$ cat src/rtl/rx_frame_tracker_pkg.sv
// rx_frame_tracker_pkg: shared state encoding, default parameters and info-entry layout
package rx_frame_tracker_pkg;
  typedef enum logic [1:0] {IDLE, CHECK, WRITE} state_t;
  localparam int DEF_DATA_W     = 8;
  localparam int DEF_INFO_DEPTH = 4;
  localparam int DEF_CNT_W      = 12;
  localparam int DEF_GAP_BAUDS  = 17;
  localparam int MS_W           = 12;
  localparam int US_W           = 4;
  localparam int STAMP_W        = MS_W + US_W;
  localparam int INFO_CNT_LSB   = 0;
  function automatic int info_ms_lsb(input int cnt_w);
    return cnt_w;
  endfunction
  function automatic int info_us_lsb(input int cnt_w);
    return cnt_w + MS_W;
  endfunction
endpackage

$ cat src/rtl/rx_info_fifo.sv
// rx_info_fifo: first-word-fall-through FIFO that overwrites its oldest entry when pushed while full
module rx_info_fifo #(
  parameter int DEPTH = 4,
  parameter int WIDTH = 28
) (
  input  logic                   clk,
  input  logic                   rst,
  input  logic                   push_i,
  input  logic [WIDTH-1:0]       din_i,
  input  logic                   pop_i,
  output logic [WIDTH-1:0]       dout_o,
  output logic                   valid_o,
  output logic [$clog2(DEPTH):0] count_o,
  output logic                   ovf_o
);
  localparam int AW = $clog2(DEPTH);
  localparam int CW = AW + 1;
  logic [WIDTH-1:0] mem_q [DEPTH];
  logic [AW-1:0] rd_q, rd_d, wr_q, wr_d;
  logic [CW-1:0] cnt_q, cnt_d;
  logic ovf_q, ovf_d, pop;
  always_comb begin
    pop = pop_i && cnt_q != '0;
    ovf_d = push_i && cnt_q == CW'(DEPTH) && !pop;
    rd_d = (pop || ovf_d) ? rd_q + 1'b1 : rd_q;
    wr_d = push_i ? wr_q + 1'b1 : wr_q;
    cnt_d = cnt_q + CW'(push_i && !ovf_d) - CW'(pop);
  end
  always_ff @(posedge clk or posedge rst) begin
    if (rst) begin
      rd_q <= '0;
      wr_q <= '0;
      cnt_q <= '0;
      ovf_q <= 1'b0;
    end else begin
      rd_q <= rd_d;
      wr_q <= wr_d;
      cnt_q <= cnt_d;
      ovf_q <= ovf_d;
    end
  end
  always_ff @(posedge clk) if (push_i) mem_q[wr_q] <= din_i;
  assign valid_o = cnt_q != '0;
  assign dout_o = valid_o ? mem_q[rd_q] : '0;
  assign count_o = cnt_q;
  assign ovf_o = ovf_q;
endmodule

$ cat src/rtl/rx_frame_tracker.sv
// rx_frame_tracker: checks received characters, forwards good ones to the data FIFO,
// and logs {stamp, count} of each idle-gap-delimited frame in an info FIFO.
module rx_frame_tracker
  import rx_frame_tracker_pkg::*;
#(
  parameter int DATA_W     = DEF_DATA_W,
  parameter int INFO_DEPTH = DEF_INFO_DEPTH,
  parameter int CNT_W      = DEF_CNT_W,
  parameter int GAP_BAUDS  = DEF_GAP_BAUDS
) (
  input  logic                          clk,
  input  logic                          rst,
  input  logic                          byte_synch_i,
  input  logic [DATA_W+2:0]             byte_i,
  input  logic                          baud_sig_i,
  input  logic                          parity_en_i,
  input  logic                          parity_odd_i,
  input  logic                          big_end_i,
  input  logic [MS_W-1:0]               ms_stamp_i,
  input  logic [US_W-1:0]               us100_stamp_i,
  output logic                          n_we_o,
  output logic [DATA_W-1:0]             data_o,
  input  logic                          p_full_i,
  input  logic                          info_rd_i,
  output logic [STAMP_W+CNT_W-1:0]      info_o,
  output logic                          info_valid_o,
  output logic [$clog2(INFO_DEPTH):0]   info_count_o,
  output logic                          parity_err_o,
  output logic                          stop_err_o,
  output logic                          data_ovf_o,
  output logic                          info_ovf_o
);
  localparam int INFO_W = STAMP_W + CNT_W;
  localparam int MS_LSB = info_ms_lsb(CNT_W);
  localparam int US_LSB = info_us_lsb(CNT_W);
  localparam logic [7:0] GAP_END = 8'(GAP_BAUDS);
  state_t state_q, state_d;
  logic [DATA_W+1:0] chr_q, chr_d;
  logic [STAMP_W-1:0] stamp_q, stamp_d, fstamp_q, fstamp_d;
  logic [CNT_W-1:0] fcount_q, fcount_d;
  logic [7:0] gap_q, gap_d;
  logic [DATA_W-1:0] data_q, data_d, data, rev;
  logic fopen_q, fopen_d, n_we_q, n_we_d, perr_q, perr_d, serr_q, serr_d, dovf_q, dovf_d;
  logic take, in_check, par_bad, stop_bad, accept, close;
  logic [INFO_W-1:0] info_push;
  logic unused_start;
  assign unused_start = byte_i[DATA_W+2];
  always_comb begin
    state_d = state_q == IDLE ? (byte_synch_i ? CHECK : IDLE) : state_q == CHECK ? WRITE : IDLE;
    take = state_q == IDLE && byte_synch_i;
    in_check = state_q == CHECK;
    data = chr_q[DATA_W+1:2];
    for (int i = 0; i < DATA_W; i++) rev[i] = data[DATA_W-1-i];
    par_bad = parity_en_i && ((^data ^ parity_odd_i) != chr_q[1]);
    stop_bad = !chr_q[0];
    accept = in_check && !par_bad && !stop_bad && !p_full_i;
    close = fopen_q && gap_q == GAP_END && !byte_synch_i;
    chr_d = take ? byte_i[DATA_W+1:0] : chr_q;
    stamp_d = take ? {us100_stamp_i, ms_stamp_i} : stamp_q;
    gap_d = byte_synch_i ? 8'd0 : (baud_sig_i && gap_q != 8'hFF) ? gap_q + 8'd1 : gap_q;
    fopen_d = accept ? 1'b1 : close ? 1'b0 : fopen_q;
    fstamp_d = (accept && !fopen_q) ? stamp_q : fstamp_q;
    fcount_d = !accept ? fcount_q : !fopen_q ? CNT_W'(1) : &fcount_q ? fcount_q : fcount_q + 1'b1;
    n_we_d = !accept;
    data_d = accept ? (big_end_i ? data : rev) : data_q;
    perr_d = in_check && par_bad;
    serr_d = in_check && stop_bad;
    dovf_d = (in_check && !par_bad && !stop_bad && p_full_i) || (byte_synch_i && state_q != IDLE);
    info_push = '0;
    info_push[INFO_CNT_LSB +: CNT_W] = fcount_q;
    info_push[MS_LSB +: MS_W] = fstamp_q[0 +: MS_W];
    info_push[US_LSB +: US_W] = fstamp_q[MS_W +: US_W];
  end
  always_ff @(posedge clk or posedge rst) begin
    if (rst) state_q <= IDLE;
    else state_q <= state_d;
  end
  always_ff @(posedge clk or posedge rst) begin
    if (rst) begin
      chr_q <= '0;
      stamp_q <= '0;
      fstamp_q <= '0;
      fcount_q <= '0;
      fopen_q <= 1'b0;
      gap_q <= 8'hFF;
      n_we_q <= 1'b1;
      data_q <= '0;
      perr_q <= 1'b0;
      serr_q <= 1'b0;
      dovf_q <= 1'b0;
    end else begin
      chr_q <= chr_d;
      stamp_q <= stamp_d;
      fstamp_q <= fstamp_d;
      fcount_q <= fcount_d;
      fopen_q <= fopen_d;
      gap_q <= gap_d;
      n_we_q <= n_we_d;
      data_q <= data_d;
      perr_q <= perr_d;
      serr_q <= serr_d;
      dovf_q <= dovf_d;
    end
  end
  rx_info_fifo #(.DEPTH(INFO_DEPTH), .WIDTH(INFO_W)) u_info (
    .clk(clk),
    .rst(rst),
    .push_i(close),
    .din_i(info_push),
    .pop_i(info_rd_i),
    .dout_o(info_o),
    .valid_o(info_valid_o),
    .count_o(info_count_o),
    .ovf_o(info_ovf_o)
  );
  assign n_we_o = n_we_q;
  assign data_o = data_q;
  assign parity_err_o = perr_q;
  assign stop_err_o = serr_q;
  assign data_ovf_o = dovf_q;
endmodule

$ cat config.mk
export PLATFORM = sky130hd
export DESIGN_NAME = rx_frame_tracker
export DESIGN_NICKNAME = d
export VERILOG_FILES = /design/src/rtl/rx_frame_tracker_pkg.sv /design/src/rtl/rx_info_fifo.sv /design/src/rtl/rx_frame_tracker.sv
export SDC_FILE = /design/constraint.sdc
export NUM_CORES = 1
export LEC_CHECK = 0
export CAP_MARGIN = 20
export CORE_UTILIZATION = 37
export CTS_CLUSTER_DIAMETER = 30
export CTS_CLUSTER_SIZE = 16
export DETAILED_ROUTE_END_ITERATION = 10
export GPL_ROUTABILITY_DRIVEN = 0
export PLACE_DENSITY = 0.52
export SKIP_LAST_GASP = 1
export SLEW_MARGIN = 25
export SYNTH_ARGS = -nofsm -noshare
export SYNTH_HDL_FRONTEND = slang
export SYNTH_SLANG_ARGS = --single-unit
$ cat constraint.sdc
create_clock -name clk -period 4.8 [get_ports clk]
set_clock_uncertainty 0.05 [all_clocks]
set_input_delay 0.48 -clock clk [delete_from_list [all_inputs] [get_ports clk]]
set_output_delay 0.48 -clock clk [all_outputs]
set_load 0.05 [all_outputs]
Word level (Yosys, flattened, before mapping)

Memories as Yosys holds them, arrays and structs flattened.
Index checks and enable logic that the tools add are counted.
Widths: inputs -> output; s select.

Bits in writable memories: 112
Word-level logic and storage cells: 78
Register bits: 85
Input port bits: 36
Output and inout bits: 45
Memories: 1

Memories:

| name         | words | width | rd ports | clocked after memory_dff | wr ports | line               | source |
|---|---|---|---|---|---|---|---|
| u_info.mem_q | 4     | 28    | 1        | 0                        | 1        | rx_info_fifo.sv:18 | `logic [WIDTH-1:0] mem_q [DEPTH];` |

Add/sub/neg operators: 6
Bitwise gates (word level): 1
Mux-type cells: 13
Equality and inequality tests: 6
Reduce and logical (&&, ||, !) cells: 35

Operator list:

| operator              | count |
|---|---|
| $mux 28               | 1 |
| $mux 12               | 2 |
| $mux 8                | 3 |
| $logic_and 1x1->1     | 17 |
| $add 12x1->12 const B | 1 |
| $reduce_and 12->1     | 1 |
| $add 8x1->8 const B   | 1 |
| $eq 8x5->1 const B    | 1 |
| $logic_not 1->1       | 8 |
| $ne 8x8->1 const B    | 1 |
| $reduce_xor 8->1      | 1 |
| $reduce_bool 2->1     | 3 |
| $mux 1                | 5 |
| $add 2x1->2 const B   | 2 |
| $mux 2                | 2 |
| $add 3x1->3           | 1 |
| $eq 3x3->1 const B    | 1 |
| $reduce_bool 3->1     | 1 |
| $sub 3x1->3           | 1 |
| $eq 2x1->1 const B    | 1 |
| $logic_not 2->1       | 1 |
| $logic_or 1x1->1      | 2 |
| $ne 2x2->1 const B    | 1 |
| $reduce_and 2->1      | 1 |
| other kinds (2)       | 2 |

Depth between registers and ports, before layout

Depth in word-level cells: 9
Mapped depth: 9
Depth with buffers taken out: 8

Modules after synthesis

Synthesis repeated with hierarchy kept, for this count alone.

Cells, all modules: 492
Area, all modules: 8,204.1 µm²

Modules (own cells, without submodules):

| module           | cells an instance | instances | area each (µm²) | sequential area each (µm²) |
|---|---|---|---|---|
| rx_info_fifo     | 217               | 1         | 4,680.7         | 3,563.4 |
| rx_frame_tracker | 275               | 1         | 3,523.4         | 1,938.1 |

Worst setup path before layout

OpenSTA, ideal clock, no wires.

Path type: input to register
Start: in byte_synch_i
End: mem u_info.mem_q[0][0] (enable)
Library setup time: 413 ps
Data required time: 4,337 ps
Stages on the path: 4
Setup slack: 1,831 ps
Path buffers: 1
Arrival time: 2,506 ps
Path through: clkbuf_1 nor4_1 nand4_1 nor2_1

Longest elaborated chain between the ends: 4

RTL lines:

| item                         | line                   | source |
|---|---|---|
| start, declared              | rx_frame_tracker.sv:13 | `input logic byte_synch_i,` |
| $logic_not 1->1              | rx_frame_tracker.sv:57 | `close = fopen_q && gap_q == GAP_END && !byte_synch_i;` |
| $logic_and 1x1->1            | rx_frame_tracker.sv:57 |  |
| $mux 1                       | rx_info_fifo.sv:42     | `always_ff @(posedge clk) if (push_i) mem_q[wr_q] <= din_i;` |
| $mux 1 (not written as such) | rx_info_fifo.sv:42     |  |
| end, declared                | rx_info_fifo.sv:18     |  |

No other way between the ends.

Worst setup path in the final report

Start: reg u_info.rd_q[0]
End: out info_o[27]

Longest elaborated chain between the ends: 2

RTL lines:

| item                   | line                   | source |
|---|---|---|
| start, declared        | rx_info_fifo.sv:19     | `logic [AW-1:0] rd_q, rd_d, wr_q, wr_d;` |
| start signal, assigned | rx_info_fifo.sv:36     | `rd_q <= rd_d;` |
| $mem_v2 4x28           | n/a                    |  |
| $mux 28                | rx_info_fifo.sv:44     | `assign dout_o = valid_o ? mem_q[rd_q] : '0;` |
| end, declared          | rx_frame_tracker.sv:25 | `output logic [STAMP_W+CNT_W-1:0] info_o,` |

No other way between the ends.

==> results by group <==
Run status
  • Status: completed

Placement
  • Final HPWL DP: 9796 um
  • I/O Buffers: 79

Final layout
  • Fraction of layout cells with a size suffix above 1: 25.71%
  • # fillers: 1942
  • Ant. Diodes: 0
  • Nets: 632
  • Layout overhead on the synthesized area: 21.28%

Synth
  • Main combinational cell family by area after synthesis: multiplexers
  • Most frequent cell after synthesis: edfxtp_1
  • Post-Synth XOR/XNOR Area: 2.525%
  • Cells after synthesis: 499
  • Count of cell types in the netlist: 53
  • Synth top cells by count: edfxtp_1, dfrtp_1, mux2_2
  • Main synth FF type: edfxtp_1
  • Post-synth EDFFs: 112
  • Post-Synth Adder-Cell Area: 1.612%
  • Sequential area share after synthesis: 66.87%
  • Mux cell area share after synthesis: 16.46%
  • Synth warnings: 0
  • Avg Cell Area, Syn: 16.49 um^2
  • Synth top area share: 40.88%
  • Largest cells by area after synthesis: edfxtp_1, dfrtp_1, mux4_2
  • Simple-gate portion of the synthesized area: 6.190%
  • Compound-Gate Fraction of Synth Area: 4.122%
  • Post-synth ARST share: 43.15%
  • Synthesized net count: 545
  • Post-synthesis cell area: 8227 um^2
  • Yosys top cell by area: edfxtp_1
  • Flops & latches, synth: 197

Floorplan
  • Row count: 54
  • Die Wd: 151.1 um
  • Io pins: 81
  • Chip height: 151.1 um
  • Initial Util: 37.70%
  • Core Box Area: 21820 um^2
  • Die area: 22830 um^2

Critical path
  • WP data arrival: 2.77 ns
  • Critical path type: reg -> out
  • Critical Path Sink Type: primary output
  • Worst setup SP type: flip-flop
  • Reg2Reg Depth: 8
  • Worst-path fanout max: 30
  • CP max stage cell: dfrtp_4
  • WP data required: 4.27 ns
  • Critical R2R Launch: u_info.count_o[2]
  • R2R setup slack: 2.11 ns
  • Worst path cell trace: mux4_2, and2_1, clkdlybuf4s50_1
  • R2R Path End: u_info.count_o[2]
  • Worst path max stage delay: 0.85 ns

Power and ir drop
  • Lkg Pwr: 0.003596 uW
  • Power per cell area: 621.4 nW/um^2
  • VDD IR max: 0.3298 mV

Route
  • Vias per inst: 5.020
  • Drc violations: 0
  • Wire length per cell: 17.96 um
  • Detailed router's first-iteration violation count: 227
  • Post-route ant nets: 0
  • Final WL: 15780 um
  • DR pass1 iterations: 4
  • Via count: 4413

Timing
  • Least-Margin Pin Slew: 0.7339 ns
  • Final setup fails: 0
  • Fmax: 302.9 MHz
  • Slew Limit Fails: 0
  • Hold Fails Final Rpt: 0
  • Setup_tns: 0 ns
  • RSZ-0062 raised after global routing: no
  • Tmin final: 3.301 ns
  • Worst hold slack: 0.4521 ns
  • Slew Limit Headroom: 50.93%
  • Period utilisation layout: 68.78%

GRT
  • Largest net degree at the start of global routing: 52
  • Tot GR Track Use: 15.10%
  • Total global routing overflow: 0
  • Vias in the first global route: 4675
  • Antenna violations before repair: 0
  • First-pass GRT wire length: 25230 um

Worst hold path
  • Hold Crit Depth: 1
  • HP Class: reg -> reg
  • Hold Crit Start: stamp_q[13]
  • Hold path endpoint: fstamp_q[13]

Clock network
  • CTS tree: built
  • TritonCTS buffer count: 17
  • CTS root buffer: clkbuf_16
  • CTS Hold Bufs: 0
  • Clk pin slew, worst setup/hold paths: 0.07 ns
  • # Post-CTS Setup Buffers: 0
  • Max Buffers Root-to-Sink: 2
  • Clk Latency, worst-skew pair: 0.43 ns
  • CTS Sinks: 197
  • Gates resized, CTS repair: 0
  • H-tree levels: 4

Flow run
  • Max_cap viols: 0
-- metrics by stage --
step | instances | setup WS [ns] | power [uW] | instance area (um^2) | util (%)
final | 879 | 1.499 | 6200 | 9977 | 45.72
after global routing | 879 | 1.301 | 6519 | 9977 | 45.72
after CTS | 879 | 1.302 | 6286 | 9975 | 45.71
after detailed placement | 847 | 1.485 | 4839 | 9374 | 42.95
after global placement | 847 | 1.571 | 4792 | 9371 | 42.94
after floorplan | 499 | 1.831 | 4125 | 8227 | -
-- report_power, final --
group | internal, uW | switching, uW
Clock | 779 | 654
Sequential | 2150 | 350
Combinational | 971 | 1300
-- critical path, delay by kind of cell, from the launching register on --
kind,cells,cell delay [ns]
muxes,1,0.57
and+or+nand+nor,1,0.21
DFF,1,0.85
buffers and inverters,1,0.71
-- per-layer routing --
metal | track usage, % | up-vias | wire length (um)
met1 | 19.93 | 2243 | 7413
met4 | 4.000 | 0 | 121
met3 | 4.578 | 9 | 791
met2 | 24.20 | 109 | 7457
li1 | - | 2052 | -
met5 | 0 | - | 0
-- state kept, by name (all words and copies together), names as in the netlist, 2 cells and up --
signal          cells
chr_q              10
data_o              8
fcount_q           12
fstamp_q           16
gap_q               8
stamp_q            16
state_q             2
u_info.count_o      3
u_info.mem_q      112
u_info.rd_q         2
u_info.wr_q         2
-- kinds of logic after synthesis --
family	after synthesis
DFF	197
adders and majority gates	10
and+or+nand+nor	91
AOI/OAI and AO/OA	48
buffers and inverters	45
muxes	89
xor gates and xnor gates	19
-- cell usage in the layout (no fill, tap or decap), drive strengths merged, types with 3 or more instances in the layout --
master	instances
nand2	9
mux2	60
clkinv	4
o22ai	6
and2	30
o21ai	8
nand3	6
dfstp	9
nor3	5
o221ai	3
xor2	4
or3	5
a211oi	5
dfrtp	76
mux4	28
clkdlybuf4s50	79
nand4	7
nand2b	3
buf	11
nor3b	3
ha	9
clkbuf	19
a2bb2oi	3
edfxtp	112
a21oi	10
inv	30
nor2	15
xnor2	14
-- final cells by class --
class	instances	area, um^2	area share [%]
flip-flops and latches	197	5505	55.18
clock buffers	19	464.2	4.653
well taps	280	350.3	3.511
inverters	23	88.84	0.8904
multi-input cells	257	2559	25.65
clock inverters	13	136.4	1.367
repair buffers	90	873.3	8.753
-- worst max-delay path by stage --
stage	from	end	slack [ns]	depth (start not counted)
final	u_info.rd_q[0]	info_o[27]	1.50	3
after global routing	u_info.rd_q[0]	info_o[27]	1.30	3
after CTS	u_info.count_o[1]	info_o[27]	1.30	3
after detailed placement	byte_synch_i	u_info.count_o[2]	1.49	8
after global placement	byte_synch_i	u_info.count_o[2]	1.57	8
after floorplan	byte_synch_i	u_info.mem_q[0][0]	1.83	4
(Power assumes the default switching activity.)
